<file path="config.mk">
export PLATFORM = sky130hd
export DESIGN_NAME = code_lock_ctrl
export DESIGN_NICKNAME = d
export VERILOG_FILES = /design/src/rtl/code_lock_pkg.sv /design/src/rtl/lock_timer.sv /design/src/rtl/code_lock_ctrl.sv
export SDC_FILE = /design/constraint.sdc
export NUM_CORES = 1
export LEC_CHECK = 0
export ABC_AREA = 1
export BUFFER_PORTS_ARGS = -buffer_cell sky130_fd_sc_hd__buf_2
export CELL_PAD_IN_SITES_DETAIL_PLACEMENT = 1
export CELL_PAD_IN_SITES_GLOBAL_PLACEMENT = 2
export CORE_MARGIN = 5
export CORE_UTILIZATION = 38
export CTS_BUF_LIST = sky130_fd_sc_hd__clkbuf_2
export DETAILED_ROUTE_END_ITERATION = 12
export PLACE_DENSITY_LB_ADDON = 0.1
export SKIP_LAST_GASP = 1
export SYNTH_ARGS = -nofsm -noshare
export SYNTH_HDL_FRONTEND = slang
export SYNTH_HIERARCHICAL = 1
export SYNTH_SLANG_ARGS = --single-unit
</file>
<file path="constraint.sdc">
create_clock -name clk -period 3.86 [get_ports clk]
set_input_delay 0.965 -clock clk [delete_from_list [all_inputs] [get_ports clk]]
set_output_delay 0.965 -clock clk [all_outputs]
set_load 0.02 [all_outputs]
</file>
<file path="src/rtl/code_lock_pkg.sv">
// Shared definitions for the code lock controller: state encoding and its width.
package code_lock_pkg;

  localparam int STATE_W = 3;

  typedef enum logic [STATE_W-1:0] {
    S_LOCKED    = 3'd0,
    S_ENTER_LCK = 3'd1,
    S_OPEN      = 3'd2,
    S_ENTER_OPN = 3'd3,
    S_ENTER_NEW = 3'd4,
    S_LOCKOUT   = 3'd5
  } state_e;

  // True for the three states in which digits are being keyed in.
  function automatic logic is_entry(input state_e s);
    return (s == S_ENTER_LCK) || (s == S_ENTER_OPN) || (s == S_ENTER_NEW);
  endfunction

endpackage

</file>
<file path="src/rtl/lock_timer.sv">
// Lockout duration timer: done rises on the last cycle of a LOCKOUT_CYC-long window.
module lock_timer #(
  parameter int LOCKOUT_CYC = 100_000_000
) (
  input  logic clk,
  input  logic rst,
  input  logic start,
  input  logic clear,
  output logic done
);

  localparam int CNT_W = $clog2(LOCKOUT_CYC + 1);
  localparam logic [CNT_W-1:0] END_CNT = CNT_W'(LOCKOUT_CYC);

  logic [CNT_W-1:0] r_cnt;
  logic             r_run;

  // Counts cycles spent in the window starting at one, holding at the end value instead of wrapping.
  always_ff @(posedge clk or posedge rst) begin
    if (rst) begin
      r_cnt <= '0;
      r_run <= 1'b0;
    end else if (start) begin
      r_cnt <= CNT_W'(1);
      r_run <= 1'b1;
    end else if (clear) begin
      r_cnt <= '0;
      r_run <= 1'b0;
    end else if (r_run && (r_cnt != END_CNT)) begin
      r_cnt <= r_cnt + CNT_W'(1);
    end
  end

  assign done = r_run && (r_cnt == END_CNT);

endmodule

</file>
<file path="src/rtl/code_lock_ctrl.sv">
// Keypad code lock: digit entry, code compare, code change and timed lockout after repeated failures.
module code_lock_ctrl
  import code_lock_pkg::*;
#(
  parameter int NUM_DIGITS  = 4,
  parameter int DIGIT_W     = 4,
  parameter int MAX_TRIES   = 3,
  parameter int LOCKOUT_CYC = 100_000_000,
  parameter logic [NUM_DIGITS*DIGIT_W-1:0] RESET_CODE = '0
) (
  input  logic                          clk,
  input  logic                          rst,
  input  logic                          ent_p,
  input  logic                          clr_p,
  input  logic                          chg_p,
  input  logic [DIGIT_W-1:0]            sw,
  output logic [STATE_W-1:0]            state_o,
  output logic [2:0]                    digit_idx,
  output logic [NUM_DIGITS*DIGIT_W-1:0] entry_buf,
  output logic                          unlocked,
  output logic                          alarm,
  output logic [3:0]                    fail_cnt,
  output logic                          ok_p,
  output logic                          bad_p
);

  localparam int CODE_W = NUM_DIGITS * DIGIT_W;
  localparam logic [2:0] LAST_IDX = 3'(NUM_DIGITS - 1);
  localparam logic [3:0] MAX_CNT  = 4'(MAX_TRIES);

  state_e            r_state;
  state_e            w_next;
  logic [CODE_W-1:0] r_code;
  logic [CODE_W-1:0] r_entry;
  logic [CODE_W-1:0] w_cand;
  logic [2:0]        r_idx;
  logic [3:0]        r_fail;
  logic [3:0]        w_fail_inc;
  logic              w_final;
  logic              w_match;
  logic              w_clear_entry;
  logic              w_latch_digit;
  logic              w_load_code;
  logic              w_fail_clr;
  logic              w_fail_step;
  logic              w_timer_start;
  logic              w_timer_clear;
  logic              w_timer_done;

  // The final digit is compared straight from the switches so the verdict lands on the same ent_p.
  assign w_cand     = {r_entry[CODE_W-1:DIGIT_W], sw};
  assign w_match    = (w_cand == r_code);
  assign w_final    = ent_p && (r_idx == LAST_IDX);
  assign w_fail_inc = (r_fail >= MAX_CNT) ? MAX_CNT : (r_fail + 4'd1);

  lock_timer #(
    .LOCKOUT_CYC(LOCKOUT_CYC)
  ) u_timer (
    .clk  (clk),
    .rst  (rst),
    .start(w_timer_start),
    .clear(w_timer_clear),
    .done (w_timer_done)
  );

  // State register.
  always_ff @(posedge clk or posedge rst) begin
    if (rst) r_state <= S_LOCKED;
    else     r_state <= w_next;
  end

  // Next-state decode; ent_p outranks clr_p outranks chg_p, and unused codes fall back to LOCKED.
  always_comb begin
    w_next = S_LOCKED;
    case (r_state)
      S_LOCKED:    w_next = (ent_p || clr_p) ? S_ENTER_LCK : S_LOCKED;
      S_OPEN: begin
        if (ent_p || clr_p) w_next = S_ENTER_OPN;
        else if (chg_p)     w_next = S_ENTER_NEW;
        else                w_next = S_OPEN;
      end
      S_ENTER_LCK: begin
        if (!w_final)                w_next = S_ENTER_LCK;
        else if (w_match)            w_next = S_OPEN;
        else if (w_fail_inc == MAX_CNT) w_next = S_LOCKOUT;
        else                         w_next = S_LOCKED;
      end
      S_ENTER_OPN: begin
        if (!w_final)     w_next = S_ENTER_OPN;
        else if (w_match) w_next = S_LOCKED;
        else              w_next = S_OPEN;
      end
      S_ENTER_NEW: w_next = w_final ? S_OPEN : S_ENTER_NEW;
      S_LOCKOUT:   w_next = w_timer_done ? S_LOCKED : S_LOCKOUT;
      default:     w_next = S_LOCKED;
    endcase
  end

  // Status outputs, verdict pulses and datapath strobes derived from state and this cycle's pulses.
  always_comb begin
    unlocked      = 1'b0;
    alarm         = 1'b0;
    ok_p          = 1'b0;
    bad_p         = 1'b0;
    w_clear_entry = 1'b0;
    w_latch_digit = 1'b0;
    w_load_code   = 1'b0;
    w_fail_clr    = 1'b0;
    w_fail_step   = 1'b0;
    w_timer_start = 1'b0;
    w_timer_clear = 1'b0;
    if (is_entry(r_state)) begin
      if (ent_p) begin
        w_clear_entry = w_final;
        w_latch_digit = !w_final;
      end else if (clr_p) begin
        w_clear_entry = 1'b1;
      end
    end
    case (r_state)
      S_LOCKED: w_clear_entry = ent_p || clr_p;
      S_OPEN: begin
        unlocked      = 1'b1;
        w_clear_entry = ent_p || clr_p || chg_p;
      end
      S_ENTER_LCK: begin
        if (w_final) begin
          ok_p          = w_match;
          bad_p         = !w_match;
          w_fail_clr    = w_match;
          w_fail_step   = !w_match;
          w_timer_start = !w_match && (w_fail_inc == MAX_CNT);
        end
      end
      S_ENTER_OPN: begin
        unlocked = 1'b1;
        if (w_final) begin
          ok_p  = w_match;
          bad_p = !w_match;
        end
      end
      S_ENTER_NEW: begin
        unlocked = 1'b1;
        if (w_final) begin
          ok_p        = 1'b1;
          w_load_code = 1'b1;
        end
      end
      S_LOCKOUT: begin
        alarm = 1'b1;
        if (w_timer_done) begin
          w_timer_clear = 1'b1;
          w_fail_clr    = 1'b1;
        end
      end
      default: ;
    endcase
  end

  // Entry buffer, digit index and stored code; digit 0 sits in the most significant slot.
  always_ff @(posedge clk or posedge rst) begin
    if (rst) begin
      r_entry <= '0;
      r_idx   <= '0;
      r_code  <= RESET_CODE;
    end else begin
      if (w_clear_entry) begin
        r_entry <= '0;
        r_idx   <= '0;
      end else if (w_latch_digit) begin
        r_entry[(NUM_DIGITS - 1 - int'(r_idx)) * DIGIT_W +: DIGIT_W] <= sw;
        r_idx <= r_idx + 3'd1;
      end
      if (w_load_code) r_code <= w_cand;
    end
  end

  // Consecutive failure count while locked, saturating at the lockout threshold.
  always_ff @(posedge clk or posedge rst) begin
    if (rst)              r_fail <= '0;
    else if (w_fail_clr)  r_fail <= '0;
    else if (w_fail_step) r_fail <= w_fail_inc;
  end

  assign state_o   = r_state;
  assign digit_idx = r_idx;
  assign entry_buf = r_entry;
  assign fail_cnt  = r_fail;

endmodule

</file>
; ---- Word-level counts from Yosys, hierarchy flattened
; Cells that the tools add are included.
[word_totals]
romBits = 0
regBits = 70
memories = 0
output_inout_bits = 30
elab_cells = 86
inputBits = 9
ramBits = 0
latchBits = 0
[classes]
addsub = 5
muxes = 44
mul = 0
n_reduce_logical = 17
n_lt_le_gt_ge = 1
bitwise = 0
n_shift = 2
div_mod_pow = 0
n_eq_ne = 10
[op_table]
columns = cell, n
row1 = $mux W27, 3
row2 = $neg A6 Y33, 1
row3 = $shift A4 B33 Y16 const A, 1
row4 = $shiftx A4 B33 Y16, 1
row5 = $mux W16, 2
row6 = $add A27 B1 Y27 const B, 1
row7 = $eq A27 B27 Y1 const B, 1
row8 = $mux W3, 9
row9 = $ne A27 B27 Y1 const B, 1
row10 = $mux W1, 20
row11 = $pmux W3 S6, 1
row12 = $bwmux W16, 1
row13 = $eq A16 B16 Y1, 1
row14 = $mux W4, 3
row15 = $eq A3 B2 Y1 const B, 3
row16 = $eq A3 B3 Y1 const B, 2
row17 = $pmux W1 S2, 3
row18 = $reduce_bool A2 Y1, 3
row19 = $add A4 B1 Y4 const B, 1
row20 = $eq A4 B2 Y1 const B, 1
row21 = $ge A4 B2 Y1 const B, 1
row22 = $logic_and A1 B1 Y1, 4
row23 = $logic_or A1 B1 Y1, 4
row24 = $mux W2, 2
row25 = 8 further kinds, 9

; ---- Depth between registers and ports, before layout
[depth]
word_depth = 7
ltp_mapped = 15
ltp_nobuf = 13

; ---- Cells and area by module
; Netlist, hierarchy kept.
[modules_own_cells]
columns = module, cells_per_inst, instances, seq_area_each_um2, area_per_inst_um2
row1 = code_lock_ctrl, 360, 1, 1051.0, 2518.7
row2 = lock_timer, 341, 1, 700.7, 2234.6

; ---- Worst setup path before layout
; No wires, ideal clock.
[synth_timing]
path_kind = input -> output
start = input port sw[3]
end = output port ok_p
n_path_buf = 0
path_stages = 8
required_ns = 2.895
path_slack_ns = 0.921
t_arrival_ns = 1.974
cell_sequence = inv_1 > nand2_1 > nand2_1 > nor2_1 > nand2_1 > nor2_1 > nand3_1 > o21ai_0
[synth_via]
elab_chain_len = 3
[synth_lines]
columns = item, line
row1 = start: declaration, code_lock_ctrl.sv:16  ; input logic [DIGIT_W-1:0] sw,
row2 = $eq A16 B16 Y1, code_lock_ctrl.sv:52  ; assign w_match = (w_cand == r_code);
row3 = $mux W1, "code_lock_ctrl.sv:127, code_lock_ctrl.sv:137"
row4 = $pmux W1 S2, code_lock_ctrl.sv:120  ; case (r_state)
row5 = end: declaration, code_lock_ctrl.sv:23  ; output logic ok_p,
; Every way passes these cells.

; ---- Worst setup path in the final report
[layout_timing]
start = register r_idx[0], in the netlist digit_idx[0]
end = output port ok_p
[layout_via]
elab_chain_len = 4
elab_cells_between_ends = 5
classes_between = eq/ne: 1 / mux: 3 / reduce/logical: 1
[layout_lines]
columns = item, line
row1 = start: declaration, code_lock_ctrl.sv:36  ; logic [2:0] r_idx;
row2 = start signal: assignment, code_lock_ctrl.sv:172  ; r_idx <= r_idx + 3'd1;
row3 = $eq A3 B2 Y1 *, code_lock_ctrl.sv:53  ; assign w_final = ent_p && (r_idx == LAST_IDX);
row4 = $logic_and A1 B1 Y1 *, code_lock_ctrl.sv:53
row5 = $mux W1 (on tied branches), "code_lock_ctrl.sv:144, code_lock_ctrl.sv:127, code_lock_ctrl.sv:137"
row6 = $pmux W1 S2 *, code_lock_ctrl.sv:120
; Every way passes the cells marked *; elsewhere a longest branch is shown, timed or not.

==> results.md <==
- Outcome: finished clean
- DIE AREA: between 10000 and 15000 µm²
- Max-slew headroom: 42.2%
- Type of origin of the critical path: flip-flop
- Vias per cell: 4.88
- Final worst setup slack: 542 ps
- Crit-path max cell delay: about 580 ps
- Routability cong.: roughly 0.8
- Worst VDD drop: between 0.0002 and 0.00025 V
- Dpl ws: between 700 and 800 ps
- WL final: 13100 µm
- Post-DP HPWL: just over 10000 µm
- Max Root-Sink Buffers: 2
- # clock sinks: 70
- Row count: 40
- PostCTS Resize Cnt: 0
- Critical Path AT: 2350 ps
- Crit path buffers/inverters: 2
- Largest fanout on the critical path: 10
- HP Class: input port to asynchronous set/reset pin
- Total GRT Usage: a little under a fifth
- CP Cell Sequence: ha_1, ha_1, nand2_1, inv_1, nand3_1, o21ai_0, buf_2
- # diodes: 0
- RSZ-0062 raised after global routing: false
- Worst setup path end: ok_p
- Final Critical Period: roughly 3300 ps
- Nets: 758
- Clk slew on worst S/H paths: approximately 230 ps
- PortBufs: 38
- Commonest non-fill, non-tap cells in the layout: nand2_1, inv_1, nor2_1
- Grt ovf: 0
- Final Cycle Share: 86.0%
- Avg WL per Cell: between 10 and 15 µm
- Post-synthesis sequential area ratio: between 30% and 40%
- Mapped Area: roughly 4800 µm²
- DRC Markers: 0
- Critical path type: flip-flop to output pin
- Max-cap violations: 0
- Syn_nets: between 700 and 800
- CTS Buf Count: 9
- Routed Antenna Nets: 0
- Leakage power: 2.62 nW
- Worst R2R Setup Slack: 1020 ps
- CORE AREA: between 10000 and 15000 µm²
- Worst Max-Slew Pin Slew: roughly 860 ps
- Total number of vias: 4453
- Syn Area/Cell: about 6.8 µm²
- Critical R2R Capture: u_timer/r_cnt[13]$_DFFE_PP0P_
- Max frequency: roughly 300 MHz
- #FFs+latches synth: 70
- Reg2Reg Launch Point: u_timer/r_cnt[0]$_DFFE_PP0P_
- Pre-antenna DRT Iters: 4
- Drt initial violations: roughly 160
- Starting Density: about two fifths
- Share of post-route cells with drive strength above 1: about 16%
- Commonest non-fill, non-tap cell in the layout: nand2_1
- Clock Latency Late Sink: 570 ps
- Power Density: ~570 nW/µm²
- Worst Skew: 47.8 ps
- Die width: 122 µm
- Req. time, crit path: about 2900 ps
- Top cell by count, worst path: ha_1
- # H-tree levels: 3
- Die span in y: 122 µm
- Final number of max-transition violations: 0
- Post-CTS Hold Buffers: 0
- Worst Setup End Kind: output pin
- CP startpoint: digit_idx[0]$_DFFE_PP0P_
- Area grow syn2layout: 9.16%
- Stages on worst setup path: 7
- Hold Violations, Final: 0
- Top Family by Delay on Critical Path: flip-flops
- FF-to-FF path depth: 13
- CTS tree: yes
- Initial antenna violation count: 0
- Largest net degree at the start of global routing: 34
- # IOs: 39
- Setup bufs post-CTS: 0
- Setup total negative slack: 0 ps
- Vias in the first global route: approximately 4700
- Yosys warnings: 6
- Synth cell types: 30
- First-pass GRT wire length: approximately 22000 µm
- Endpoints failing setup: 0
- Max stage delay cell, worst path: dfrtp_1
- Root buf cell: clkbuf_2
- Synthesized netlist cell count: between 700 and 800
metal layers:
layer  routed length [µm]  GRT usage [%]  vias to the layer above
met4                  255           5.88                        0
met5                    0              0                        -
met2                 7010           36.1                       46
met3                  296           3.53                       16
met1                 5530           21.2                     2142
li1                     -              -                     2249
power by group:
part	leakage (nW)	switching, mW	internal, mW
Combinational	1.63	0.921	0.464
Sequential	0.925	0.250	0.914
Clock	0.0652	0.275	0.144
Total	2.62	1.45	1.52
Yosys cell counts (all sizes together):
| cell | n | area share [%] |
|---|---|---|
| nand2 | 236 | 20 |
| inv | 113 | 9.0 |
| nor2 | 99 | 9.3 |
| dfrtp | 70 | 37 |
| nand3 | 61 | 6.8 |
| o21ai | 42 | 5.4 |
| nand4 | 18 | 2.5 |
| a21oi | 14 | 1.5 |
| buf | 12 | 2.0 |
| nor3 | 10 | 1.5 |
| ha | 9 | 2.4 |
| xor2 | 7 | 1.3 |
| clkbuf | 4 | 0.32 |
| nor4 | 3 | 0.39 |
| a21boi | 1 | 0.39 |
| nand3b | 1 | 0.16 |
| o21bai | 1 | 0.16 |
worst min-delay path by stage:
stage	startpoint	endpoint	slack (ps)	cells after the start
final	rst	fail_cnt[3]$_DFFE_PP0P_	420	2
after global routing	rst	u_timer/r_cnt[4]$_DFFE_PP0P_	420	3
after CTS	rst	u_timer/r_cnt[4]$_DFFE_PP0P_	400	3
after detailed placement	r_code[12]$_DFFE_PP0P_	r_code[12]$_DFFE_PP0P_	500	2
after global placement	r_code[13]$_DFFE_PP0P_	r_code[13]$_DFFE_PP0P_	490	2
after floorplan	r_code[10]$_DFFE_PP0P_	r_code[10]$_DFFE_PP0P_	470	2
registers in the layout, indices dropped and copies added, names as in the netlist:
signal         count
u_timer/r_run      1
digit_idx          3
u_timer/r_cnt     27
fail_cnt           4
state_o            3
entry_buf         16
r_code            16
cell type report:
class	instances	area (µm²)
inverter	113	429
clock inverter	5	51.3
clock buffer	10	50.0
multi-input combinational	502	2460
timing repair buffer	44	235
tap	168	210
sequential	70	1750
fill	1665	6970
logic make-up after synthesis:
logic type / share of synthesized area (%)
simple gates: 40.7
buf+inv: 11.4
flops: 36.9
compound gates: 7.40
fa+ha+maj: 2.37
xor+xnor: 1.29
metrics by stage:
stage | utilization (%) | hold slack (ps) | power (mW) | cell area (µm²) | cells
final | 42.7 | 419 | 2.97 | 5190 | 912
after global routing | 42.7 | 416 | 3.26 | 5190 | 912
after CTS | 42.7 | 404 | 3.03 | 5190 | 912
after detailed placement | 41.8 | 504 | 2.59 | 5090 | 897
after global placement | 41.8 | 490 | 2.54 | 5090 | 897
after floorplan | - | 475 | 2.18 | 4750 | 701
No activity file was read; power rests on OpenSTA's default activity.
